**src/rtl/shift_add_multiplier_if.sv**
```systemverilog
// Bundle between the shift-add multiplier, its control unit and the external
// EIGHT_BIT_ADDER. The multiplier sits on the slave side; the control unit
// and adder together form the master side.
interface shift_add_multiplier_if #(
    parameter int WIDTH = 8
);
    // control-unit handshake
    logic                 START;
    logic [WIDTH-1:0]     A;
    logic [WIDTH-1:0]     B;
    logic                 BUSY;
    logic                 DONE;
    logic [2*WIDTH-1:0]   PRODUCT;
    // external adder connection
    logic [WIDTH-1:0]     ADD_A;
    logic [WIDTH-1:0]     ADD_B;
    logic                 ADD_CIN;
    logic [WIDTH-1:0]     ADD_SUM;
    logic                 ADD_COUT;

    modport slave (
        input  START, A, B, ADD_SUM, ADD_COUT,
        output BUSY, DONE, PRODUCT, ADD_A, ADD_B, ADD_CIN
    );

    modport master (
        output START, A, B, ADD_SUM, ADD_COUT,
        input  BUSY, DONE, PRODUCT, ADD_A, ADD_B, ADD_CIN
    );
endinterface

```
**src/rtl/shift_add_multiplier.sv**
```systemverilog
// Sequential unsigned WIDTH x WIDTH multiplier, one shift-and-add iteration per
// clock. The addition itself is done by an external adder that this block
// drives from its registers and whose sum/carry it consumes in the same cycle.
module shift_add_multiplier #(
    parameter int WIDTH = 8,
    parameter int CNT_W = 4
) (
    input  logic                   CLK,
    input  logic                   RESET_N,
    shift_add_multiplier_if.slave  bus
);
    typedef enum logic [1:0] {IDLE, RUN, FIN} state_t;

    state_t               state, state_nxt;
    logic [WIDTH-1:0]     m_reg;
    logic [WIDTH-1:0]     acc;
    logic [WIDTH-1:0]     q;
    logic [CNT_W-1:0]     cnt;
    logic [2*WIDTH-1:0]   product;

    logic                 load;
    logic                 step;
    logic                 last;
    logic [WIDTH:0]       add_term;
    logic [2*WIDTH-1:0]   shifted;

    // Adder inputs come straight from registers so there is no path from the
    // adder's sum back to any output of this block.
    assign bus.ADD_A   = acc;
    assign bus.ADD_B   = q[0] ? m_reg : '0;
    assign bus.ADD_CIN = 1'b0;

    assign bus.BUSY    = (state == RUN);
    assign bus.DONE    = (state == FIN);
    assign bus.PRODUCT = product;

    // Carry-out is kept as the top bit so the largest product stays exact.
    assign add_term = q[0] ? {bus.ADD_COUT, bus.ADD_SUM} : {1'b0, acc};
    assign shifted  = {add_term, q[WIDTH-1:1]};
    assign last     = (cnt == CNT_W'(WIDTH - 1));

    // State register.
    always_ff @(posedge CLK or negedge RESET_N) begin
        if (!RESET_N) state <= IDLE;
        else          state <= state_nxt;
    end

    // Next-state and datapath control; FIN accepts START like IDLE so
    // back-to-back products have no idle gap.
    always_comb begin
        state_nxt = state;
        load      = 1'b0;
        step      = 1'b0;
        case (state)
            IDLE: begin
                if (bus.START) begin
                    load      = 1'b1;
                    state_nxt = RUN;
                end
            end
            RUN: begin
                step = 1'b1;
                if (last) state_nxt = FIN;
            end
            FIN: begin
                if (bus.START) begin
                    load      = 1'b1;
                    state_nxt = RUN;
                end else begin
                    state_nxt = IDLE;
                end
            end
            default: state_nxt = IDLE;
        endcase
    end

    // Operand capture, iteration shift and result latch.
    always_ff @(posedge CLK or negedge RESET_N) begin
        if (!RESET_N) begin
            m_reg   <= '0;
            acc     <= '0;
            q       <= '0;
            cnt     <= '0;
            product <= '0;
        end else if (load) begin
            m_reg <= bus.A;
            q     <= bus.B;
            acc   <= '0;
            cnt   <= '0;
        end else if (step) begin
            {acc, q} <= shifted;
            cnt      <= cnt + 1'b1;
            if (last) product <= shifted;
        end
    end
endmodule

```
**src/flat_wrapper.sv**
```systemverilog
// flat-port wrapper written by rule: the top's interface ports become plain ports
module shift_add_multiplier_flat 
#(
    parameter int WIDTH = 8,
    parameter int CNT_W = 4
)
  (CLK, RESET_N, bus_START, bus_A, bus_B, bus_ADD_SUM, bus_ADD_COUT, bus_BUSY, bus_DONE, bus_PRODUCT, bus_ADD_A, bus_ADD_B, bus_ADD_CIN);
  shift_add_multiplier_if #(.WIDTH(WIDTH)) bus_i ();
  input  logic CLK;
  input  logic RESET_N;
  input wire logic [$bits(bus_i.START)-1:0] bus_START;
  input wire logic [$bits(bus_i.A)-1:0] bus_A;
  input wire logic [$bits(bus_i.B)-1:0] bus_B;
  input wire logic [$bits(bus_i.ADD_SUM)-1:0] bus_ADD_SUM;
  input wire logic [$bits(bus_i.ADD_COUT)-1:0] bus_ADD_COUT;
  output wire logic [$bits(bus_i.BUSY)-1:0] bus_BUSY;
  output wire logic [$bits(bus_i.DONE)-1:0] bus_DONE;
  output wire logic [$bits(bus_i.PRODUCT)-1:0] bus_PRODUCT;
  output wire logic [$bits(bus_i.ADD_A)-1:0] bus_ADD_A;
  output wire logic [$bits(bus_i.ADD_B)-1:0] bus_ADD_B;
  output wire logic [$bits(bus_i.ADD_CIN)-1:0] bus_ADD_CIN;
  assign bus_i.START = bus_START;
  assign bus_i.A = bus_A;
  assign bus_i.B = bus_B;
  assign bus_i.ADD_SUM = bus_ADD_SUM;
  assign bus_i.ADD_COUT = bus_ADD_COUT;
  assign bus_BUSY = bus_i.BUSY;
  assign bus_DONE = bus_i.DONE;
  assign bus_PRODUCT = bus_i.PRODUCT;
  assign bus_ADD_A = bus_i.ADD_A;
  assign bus_ADD_B = bus_i.ADD_B;
  assign bus_ADD_CIN = bus_i.ADD_CIN;
  shift_add_multiplier #(.WIDTH(WIDTH), .CNT_W(CNT_W)) u_core (.CLK(CLK), .RESET_N(RESET_N), .bus(bus_i));
endmodule
```
**config.mk**
```make
export PLATFORM = sky130hd
export DESIGN_NAME = shift_add_multiplier_flat
export DESIGN_NICKNAME = d
export VERILOG_FILES = /design/src/rtl/shift_add_multiplier_if.sv /design/src/rtl/shift_add_multiplier.sv /design/src/flat_wrapper.sv
export SDC_FILE = /design/constraint.sdc
export NUM_CORES = 1
export LEC_CHECK = 0
export ABC_AREA = 1
export ABC_CLOCK_PERIOD_IN_PS = 2800
export CAP_MARGIN = 5
export CORE_AREA = 2 2 68 70
export CTS_CLUSTER_SIZE = 12
export DETAILED_ROUTE_END_ITERATION = 7
export DIE_AREA = 0 0 70 72
export PLACE_DENSITY = 0.82
export RECOVER_POWER = 100
export SLEW_MARGIN = 25
export SYNTH_ARGS = -nofsm -noshare
export SYNTH_HDL_FRONTEND = slang
export SYNTH_SLANG_ARGS = --single-unit
```
**constraint.sdc**
```tcl
create_clock -name CLK -period 2.8 [get_ports CLK]
set_input_delay 0.56 -clock CLK [delete_from_list [all_inputs] [get_ports CLK]]
set_output_delay 0.56 -clock CLK [all_outputs]
set_load 0.01 [all_outputs]
```
# After elaboration in Yosys (flattened, before gate mapping)
# Index checks and enable logic that the tools add are counted.
# classes
add_sub_neg,1
eq_ne,5
n_mux,15
n_bitwise,1
n_reduce_logical,5
# ops
cell,count
$mux W8,5
$mux W9,1
$mux W4,2
$pmux W2 S3,1
$add A4 B1 Y4 const B,1
$eq A4 B3 Y1 const B,1
$mux W1,4
$mux W2,2
$reduce_and A3 Y1,1
$eq A2 B1 Y1 const B,1
$eq A2 B2 Y1 const B,1
$logic_not A2 Y1,1
$ne A2 B1 Y1 const B,1
$ne A2 B2 Y1 const B,1
$reduce_and A2 Y1,1
$reduce_bool A2 Y1,1
$reduce_or A2 Y1,1
$not A1 Y1,1
# totals
register_bits,46
input_bits,28
output_inout_bits,35
word_cells,33

# Logic depth before layout (Yosys ltp)
# Gate-level depths: netlist (run 1).
# logic_depth
depth_word,5
depth_mapped,8

# Worst setup path after synthesis (run 1)
# No wires, ideal clock.
# synth_path
path_kind,register -> output
from,register u_core.q[0]
to,output port bus_ADD_B[0]
arrival_time_ps,748
setup_slack_ps,1492
stages_incl_launch_ff,5
path_cell_list,dfrtp_1 -> buf_2 -> buf_2 -> nand2_1 -> inv_1
# synth_via
elab_chain_cells,1
# synth_rtl
item,line_no,text
from (decl),shift_add_multiplier.sv:17,logic [WIDTH-1:0] q;
from (signal assigned),shift_add_multiplier.sv:87,q <= bus.B;
from (signal assigned),shift_add_multiplier.sv:91,"{acc, q} <= shifted;"
$mux W8,shift_add_multiplier.sv:30,assign bus.ADD_B = q[0] ? m_reg : '0;
to (decl),flat_wrapper.sv:20,output wire logic [$bits(bus_i.ADD_B)-1:0] bus_ADD_B;
# Every way passes these cells.

# Final worst setup path (run 1)
# layout_path
from,register u_core.state[1]
to,output port bus_BUSY
# layout_via
elab_chain_cells,1
# layout_rtl
item,line_no,text
from (decl),shift_add_multiplier.sv:14,"state_t state, state_nxt;"
from (signal assigned),shift_add_multiplier.sv:45,else state <= state_nxt;
$eq A2 B1 Y1,shift_add_multiplier.sv:33,assign bus.BUSY = (state == RUN);
to (decl),flat_wrapper.sv:16,output wire logic [$bits(bus_i.BUSY)-1:0] bus_BUSY;
# Every way passes these cells.

==> impl_metrics.tcl, run 1 <==
set metrics [dict create \
    holdBufCountCts 0 \
    yosys_most_used_dff "dfrtp_1" \
    synth_top_area_share 0.552 \
    cts_resized 0 \
    syn_area_sq_um 2090 \
    grt_max_degree 47 \
    clockBufferDepth 2 \
    finalPower_mw 3.01 \
    r2r_start "u_core.state[1]$_DFFE_PN0P_" \
    synthCells 259 \
    crit_cells 4 \
    finalHoldViolCount 0 \
    ios 63 \
    grt_pass1_vias 1685 \
    synth_warnings 0 \
    cts_tree "yes" \
    synthDistinctLibCells 22 \
    diodes 0 \
    worstSetupPathType "register to primary output" \
    max_slew_margin 0.248 \
    nets 346 \
    p_int_mw 1.83 \
    sw_frac_of_total 0.394 \
    skew_ns 0.00573 \
    power.static_leakage_nw 1.49 \
    max-cap-violations 0 \
    crit_required_ns 2.24 \
    yosysTopAreaCell "dfrtp_1" \
    startpoint_type "register" \
    path_common_cell "inv_1" \
    place_congestion 0.811 \
    dpl.cell_count 362 \
    max_clock_freq_ghz 0.398 \
    num_vias 1820 \
    antenna_left 0 \
    synthTopCellsByCount "123 x nand2_1, 46 x dfrtp_1, 26 x inv_1" \
    wl_um 4650 \
    numPortBuffers 61 \
    largest_register_ffs 16 \
    synth.net_count 288 \
    hp-class "register to register" \
    vias_per_cell 4.92 \
    drt-pass1-iter-count 4 \
    path_buf_inv 3 \
    cts_buffers 5 \
    drive_gt1_frac 0.0597 \
    root_buffer "clkbuf_8" \
    hpwl_um 3210 \
    crit_arrival_ns 1.95 \
    insertion_delay_ns 0.30 \
    crit_end "bus_BUSY" \
    htreeDepth 2 \
    pwr-share-comb 0.433 \
    dieWidth_um 70 \
    fin_crit_sh 0.897 \
    reg2reg_slack_ns 0.54 \
    p_clk_frac 0.163 \
    min_period_ns 2.51 \
    async_flop_share 1.00 \
    worstRegToRegCells 7 \
    antenna_found_initial 0 \
    slew_violations 0 \
    fin_tns_setup_ns 0 \
    cp-startpoint "u_core.state[1]$_DFFE_PN0P_" \
    track_usage 0.203 \
    slowest_delay_ns 0.67 \
    synth_edf_count 0 \
    setup-violations-final 0 \
    yosysMostFrequentCell "nand2_1" \
    vdd_drop_max_mv 0.542 \
    critPathTopFamily "buffers and inverters" \
    cts.clk_slew.worst_paths_ns 0.09 \
    die-area_sq_um 5040 \
    synthTopCellsByArea "dfrtp_1 55%, nand2_1 22%, o21ai_0 5.0%" \
    critPathMaxFanout 14 \
    rsz0062_at_grt "false" \
    cp_cell_sequence "inv_1 > nand2_2 > inv_1 > dlygate4sd3_1" \
    wire_per_inst_um 12.6 \
    die_h_um 72 \
    finish.utilization 0.651 \
    initial_utilization 0.489 \
    cp_slowest_cell "dlygate4sd3_1" \
    pwr-share-seq 0.404 \
    gr-total-overflow 0 \
    ys_seq_area_frac 0.552 \
    pwr_density_cell_nw_per_um2 1090 \
    power_switching_mw 1.19 \
    end_kind "primary output" \
    rr_endpoint "u_core.bus.PRODUCT[14]$_DFFE_PN0P_" \
    final_cell_count_no_fill 370 \
    drt_iter0_drc 121 \
    cts_setup_buffers 0 \
    synth_seq_cells 46 \
    worstMarginPinSlew_ns 1.13 \
    status "complete, no violations" \
    core-area_sq_um 4260 \
    syn_avg_cell_area_sq_um 8.06 \
    grt_pass1_wl_um 7980 \
    syn_to_final_growth_pct 33.0 \
    std_cell_rows 24 \
    drcViolationCount 0 \
    numClockSinks 46 \
]
## power by group through the flow
stage                     clock [mW]  sequential (mW)  combinational (mW)
final                          0.491             1.22                1.31
after floorplan                    0             1.23               0.790
after CTS                      0.502             1.22                1.44
after global routing           0.527             1.27                1.49
after global placement             0             1.22                1.39
after detailed placement           0             1.23                1.43
## routing by layer
metal  vias up  global-route usage  wire, um
met3        11              0.0472       222
met5         -                   0         0
li1        893                   -         -
met1       869               0.280      2100
met2        47               0.312      2230
met4         0              0.0833        91
## worst min-delay path by stage
stage	startpoint	to	slack, ns	cells after the start
after detailed placement	u_core.bus.PRODUCT[12]$_DFFE_PN0P_	u_core.bus.PRODUCT[12]$_DFFE_PN0P_	0.47	2
after global placement	u_core.bus.PRODUCT[9]$_DFFE_PN0P_	u_core.bus.PRODUCT[9]$_DFFE_PN0P_	0.46	2
after global routing	u_core.m_reg[4]$_DFFE_PN0P_	u_core.m_reg[4]$_DFFE_PN0P_	0.51	2
after CTS	RESET_N	u_core.m_reg[3]$_DFFE_PN0P_	0.35	2
final	u_core.bus.PRODUCT[8]$_DFFE_PN0P_	u_core.bus.PRODUCT[8]$_DFFE_PN0P_	0.48	2
after floorplan	RESET_N	u_core.bus.ADD_A[0]$_DFFE_PN0P_	0.26	0
## tightest hold or removal path: stages (launching register included)
cell     delay (ns)
dfrtp_1        0.34
nand2_1        0.06
nand2_1        0.05
## area by class of cell
cell class / count / area (sq um)
Sequential cell: 46 / 1150
Timing Repair Buffer: 62 / 611
Fill cell: 397 / 1490
Tap cell: 52 / 65.1
Clock buffer: 5 / 68.8
Multi-Input combinational cell: 172 / 727
Inverter: 30 / 113
Clock inverter: 3 / 40.0
## through the flow
stage | worst slack (ns) | hold slack, ns | cell area [sq um]
finish | 0.290 | 0.481 | 2780
detailed placement | 0.710 | 0.467 | 2690
CTS | 0.372 | 0.352 | 2800
global placement | 0.769 | 0.462 | 2690
global route | 0.150 | 0.508 | 2780
floorplan | 1.49 | 0.264 | 2090
## logic make-up (layout without fill, tap and decap cells)
logic type / count (synthesis) / count (layout) / share of synthesized area
other: 1 / 1 / 0.00180
adder cells (fa/ha/maj): 1 / 1 / 0.00599
AO/OA/AOI/OAI: 30 / 30 / 0.0833
buffers and inverters: 41 / 100 / 0.0899
AND/OR/NAND/NOR: 140 / 140 / 0.267
flip-flops: 46 / 46 / 0.552
## cells in the final DEF (no fill, tap or decap)
cell,count
a21oi_1,1
clkbuf_8,5
nor2_1,4
or2_0,1
inv_1,29
clkdlybuf4s50_1,25
o21ai_1,1
clkinv_2,2
nor2_2,1
nand2_1,125
or2_2,4
bufinv_16,1
o21ai_0,24
buf_2,1
clkinv_1,1
o21ai_2,3
clkbuf_2,1
nand2_2,1
conb_1,1
dfrtp_1,46
nand3_1,4
o22ai_1,1
dlygate4sd3_1,35
ha_1,1
Note: power is estimated with default switching activity, not from simulation.
==> run 2, diff against run 1 <==
--- a/config.mk
+++ b/config.mk
@@ -12,7 +12,7 @@
 export CTS_CLUSTER_SIZE = 12
 export DETAILED_ROUTE_END_ITERATION = 7
 export DIE_AREA = 0 0 70 72
-export PLACE_DENSITY = 0.82
+export PLACE_DENSITY = 0.79
 export RECOVER_POWER = 100
 export SLEW_MARGIN = 25
 export SYNTH_ARGS = -nofsm -noshare
==> run 2 against run 1 <==
Compared with the run above: worst hold slack worse by 0.15 ns; clock power down 24%; critical path type unchanged; power down 3.9%; sequential cell count unchanged.
==> impl_metrics.tcl, run 2 (synthesis results as in run 1) <==
set metrics [dict create \
    nFillCells 384 \
    pwr_density_cell_nw_per_um2 1060 \
    antenna_left 0 \
    track_usage 0.188 \
    grt_max_degree 27 \
    diodes 0 \
    largest_register_ffs 16 \
    crit_arrival_ns 1.96 \
    drcViolationCount 0 \
    cts_setup_buffers 0 \
    place_congestion 0.785 \
    finalPower_mw 2.90 \
    worstMarginPinSlew_ns 0.979 \
    hp-class "input port to async pin" \
    antenna_found_initial 0 \
    hpwl_um 3410 \
    ios 63 \
    dieWidth_um 70 \
    reg2reg_slack_ns 0.54 \
    finalHoldViolCount 0 \
    wire_per_inst_um 12.2 \
    final_cell_mix "125 x nand2_1, 46 x dfrtp_1, 35 x dlygate4sd3_1" \
    die-area_sq_um 5040 \
    htreeDepth 2 \
    setup-violations-final 0 \
    end_kind "primary output" \
    drt_iter0_drc 89 \
    nets 347 \
    worstSetupPathType "register to primary output" \
    vias_per_cell 4.82 \
    num_vias 1783 \
    std_cell_rows 24 \
    fin_crit_sh 0.899 \
    slew_violations 0 \
    status "complete, no violations" \
    gr-total-overflow 0 \
    drt-pass1-iter-count 4 \
    power.static_leakage_nw 1.47 \
    grt_pass1_wl_um 7450 \
    max_clock_freq_ghz 0.397 \
    die_h_um 72 \
    cts_tree "yes" \
    multi_input_area_sq_um 727 \
    syn_to_final_growth_pct 31.5 \
    root_buffer "clkbuf_8" \
    initial_utilization 0.489 \
    max-cap-violations 0 \
    register_area_sq_um 1150 \
    holdBufCountCts 0 \
    cts.clk_slew.worst_paths_ns 0.08 \
    skew_ns 0.00534 \
    wl_um 4510 \
    cts_resized 0 \
    min_period_ns 2.52 \
    fin_tns_setup_ns 0 \
    drive_gt1_frac 0.0440 \
    rsz0062_at_grt "false" \
    critPathMaxFanout 14 \
    worstRegToRegCells 7 \
    max_slew_margin 0.348 \
    core-area_sq_um 4260 \
    numPortBuffers 61 \
    crit_required_ns 2.24 \
    numClockSinks 46 \
    startpoint_type "register" \
    cts_buffers 5 \
    clockBufferDepth 2 \
    grt_pass1_vias 1724 \
    vdd_drop_max_mv 0.486 \
    mostFrequentLayoutCell "nand2_1" \
    insertion_delay_ns 0.29 \
]
## run 2: metal layers
metal | part of all wire | routed length, um | up-vias | global-route usage
li1 | - | - | 897 | -
met1 | 0.44 | 1990 | 830 | 0.231
met2 | 0.49 | 2210 | 50 | 0.323
met3 | 0.056 | 254 | 6 | 0.0444
met4 | 0.013 | 58 | 0 | 0.0748
met5 | 0 | 0 | - | 0
## run 2: final timing paths
check | startpoint | to
worst max-delay path | u_core.state[1]$_DFFE_PN0P_ | bus_BUSY
worst min register to register | u_core.bus.PRODUCT[9]$_DFFE_PN0P_ | u_core.bus.PRODUCT[9]$_DFFE_PN0P_
worst max register to register | u_core.state[1]$_DFFE_PN0P_ | u_core.bus.PRODUCT[9]$_DFFE_PN0P_
max in group asynchronous | RESET_N | u_core.state[0]$_DFFE_PN0P_
worst min-delay path | RESET_N | u_core.m_reg[4]$_DFFE_PN0P_
min in group CLK | u_core.bus.PRODUCT[9]$_DFFE_PN0P_ | u_core.bus.PRODUCT[9]$_DFFE_PN0P_
## run 2: area by class of cell
cell class | count | share of cell area
well taps | 52 | 0.0237
clock buffers | 7 | 0.0278
flip-flops and latches | 46 | 0.420
inverters | 30 | 0.0410
repair buffers | 63 | 0.223
multi-input cells | 172 | 0.265
## run 2: where the power goes
part           internal [mW]  switching [mW]
registers              0.987           0.233
logic                  0.578           0.728
clock network          0.172           0.200
total                   1.74            1.16
## run 2: metrics by stage
stage          instance area, sq um  hold WS [ns]  setup WS, ns  instances   util
2_1_floorplan                  2090         0.264          1.49        259      -
3_3_place_gp                   2700         0.462         0.756        363  0.633
3_5_place_dp                   2700         0.464         0.711        363  0.633
4_1_cts                        2770         0.166         0.374        370  0.651
5_1_grt                        2740         0.383         0.193        370  0.643
6_report                       2740         0.326         0.283        370  0.643
## run 2: critical path, stage by stage, from the launching register on
cell,delay (ns)
dfrtp_1,0.37
inv_1,0.08
nand2_2,0.16
inv_1,0.38
dlygate4sd3_1,0.68
==> run 3, diff against run 2 <==
--- a/config.mk
+++ b/config.mk
@@ -8,11 +8,11 @@
 export ABC_AREA = 1
 export ABC_CLOCK_PERIOD_IN_PS = 2800
 export CAP_MARGIN = 5
-export CORE_AREA = 2 2 68 70
+export CORE_AREA = 2 2 87 89
 export CTS_CLUSTER_SIZE = 12
 export DETAILED_ROUTE_END_ITERATION = 7
-export DIE_AREA = 0 0 70 72
-export PLACE_DENSITY = 0.79
+export DIE_AREA = 0 0 89 91
+export PLACE_DENSITY = 0.51
 export RECOVER_POWER = 100
 export SLEW_MARGIN = 25
 export SYNTH_ARGS = -nofsm -noshare
==> run 3 against run 2 <==
Compared with the run above: core utilization is 25 points lower; register-to-register slack worse by 0.03 ns; die area is 61% higher; final area is 2.5% higher; sequential power hardly changed; non-clock buffer count stayed put; sequential cell count stayed put; clock-buffer cell count is 1 lower; final cell count is 12% higher; global-route usage is 5.6 points lower; via count is 3.2% lower; wire length is 8.6% higher.
==> impl_metrics.tcl, run 3 (synthesis results as in run 1) <==
set metrics [dict create \
    status "complete, no violations" \
    syn_to_final_growth_pct 34.7 \
    crit_required_ns 2.24 \
    worst_slack_ns 0.350 \
    drt-pass1-iter-count 4 \
    cts_setup_buffers 0 \
    vias_per_cell 4.15 \
    die-area_sq_um 8100 \
    hpwl_um 3480 \
    setup-violations-final 0 \
    met1_usage 0.177 \
    busiest_layer "met2" \
    finalPower_mw 2.92 \
    antenna_left 0 \
    max_clock_freq_ghz 0.408 \
    pwr_density_cell_nw_per_um2 1040 \
    num_vias 1726 \
    postPlaceCellArea_sq_um 2760 \
    gr-total-overflow 0 \
    cts.clk_slew.worst_paths_ns 0.08 \
    drt_iter0_drc 52 \
    use_met3 0.0336 \
    worstRegToRegCells 6 \
    cts_buffers 5 \
    insertion_delay_ns 0.30 \
    min_period_ns 2.45 \
    place_ws_ns 0.782 \
    power.static_leakage_nw 1.48 \
    wl_um 4900 \
    worstMarginPinSlew_ns 1.07 \
    numClockSinks 46 \
    root_buffer "clkbuf_8" \
    slew_violations 0 \
    grtUsageMet2 0.206 \
    wire_per_inst_um 11.8 \
    max_slew_margin 0.286 \
    ios 63 \
    end_kind "primary output" \
    diodes 0 \
    grt_pass1_vias 1761 \
    dieWidth_um 89 \
    htreeDepth 2 \
    clockBufferDepth 2 \
    fin_crit_sh 0.875 \
    fin_area_sq_um 2810 \
    std_cell_rows 31 \
    track_usage 0.131 \
    nets 347 \
    skew_ns 0.00628 \
    place_congestion 0.789 \
    cts_tree "yes" \
    crit_arrival_ns 1.89 \
    initial_utilization 0.292 \
    die_h_um 91 \
    drcViolationCount 0 \
    fin_tns_setup_ns 0 \
    core-area_sq_um 7140 \
    startpoint_type "register" \
    rsz0062_at_grt "false" \
    rr_endpoint "u_core.bus.PRODUCT[12]$_DFFE_PN0P_" \
    grt_max_degree 28 \
    holdBufCountCts 0 \
    antenna_found_initial 0 \
    max-cap-violations 0 \
    numPortBuffers 61 \
    vdd_drop_max_mv 0.294 \
    r2r_start "u_core.state[0]$_DFFE_PN0P_" \
    worstSetupPathType "register to primary output" \
    final_cell_mix "126 x nand2_1, 46 x dfrtp_1, 34 x dlygate4sd3_1" \
    drive_gt1_frac 0.0536 \
    hp-class "input port to async pin" \
    reg2reg_slack_ns 0.51 \
    finalHoldViolCount 0 \
    grt_pass1_wl_um 8260 \
    critPathMaxFanout 14 \
    mostFrequentLayoutCell "nand2_1" \
    largest_register_ffs 16 \
    cts_resized 0 \
]
## run 3: cell types whose count changed in the layout (fill, tap and decap cells not counted), sizes merged
cell           delta
buf               +1
clkbuf            -2
dlygate4sd3       -1
clkdlybuf4s50     +1
## run 3: worst max-delay path by stage
| stage | start | to | slack, ns | cells after the start |
|---|---|---|---|---|
| final | u_core.state[1]$_DFFE_PN0P_ | bus_BUSY | 0.35 | 4 |
| after global routing | u_core.state[1]$_DFFE_PN0P_ | bus_BUSY | 0.20 | 4 |
| after CTS | u_core.state[1]$_DFFE_PN0P_ | bus_BUSY | 0.45 | 4 |
| after detailed placement | u_core.state[1]$_DFFE_PN0P_ | bus_BUSY | 0.78 | 4 |
| after global placement | bus_START | u_core.cnt[2]$_DFFE_PN0P_ | 0.81 | 6 |
| after floorplan | u_core.q[0]$_DFFE_PN0P_ | bus_ADD_B[0] | 1.49 | 4 |
## run 3: area by class of cell
| type | instances | area, sq um |
|---|---|---|
| fill | 787 | 4330 |
| timing repair buffer | 63 | 617 |
| sequential | 46 | 1150 |
| multi-input combinational | 172 | 724 |
| inverter | 30 | 113 |
| tap | 99 | 124 |
| clock buffer | 6 | 82.6 |
## run 3: routing by layer
metal,vias up,part of all wire
met1,787,0.47
met5,-,0
li1,896,-
met4,0,0.016
met2,38,0.47
met3,5,0.047
## run 3: stage by stage
| step | hold slack [ns] | std cells | util |
|---|---|---|---|
| after detailed placement | 0.465 | 410 | 0.386 |
| after global routing | 0.499 | 416 | 0.394 |
| after CTS | 0.211 | 416 | 0.398 |
| final | 0.432 | 416 | 0.394 |
| after floorplan | 0.264 | 259 | - |
| after global placement | 0.461 | 410 | 0.386 |
## run 3: report_power, final
part | internal, mW | total, mW | leakage, nW | switching [mW]
registers | 0.987 | 1.19 | 0.567 | 0.200
clock network | 0.191 | 0.400 | 0.0431 | 0.209
logic | 0.587 | 1.34 | 0.870 | 0.749
total | 1.76 | 2.92 | 1.48 | 1.16
## run 3: worst max-delay path, stage by stage, from the launching register on
cell and delay [ns]:
dfrtp_1 0.37, inv_1 0.07, nand2_1 0.25, inv_2 0.31, clkdlybuf4s50_1 0.60
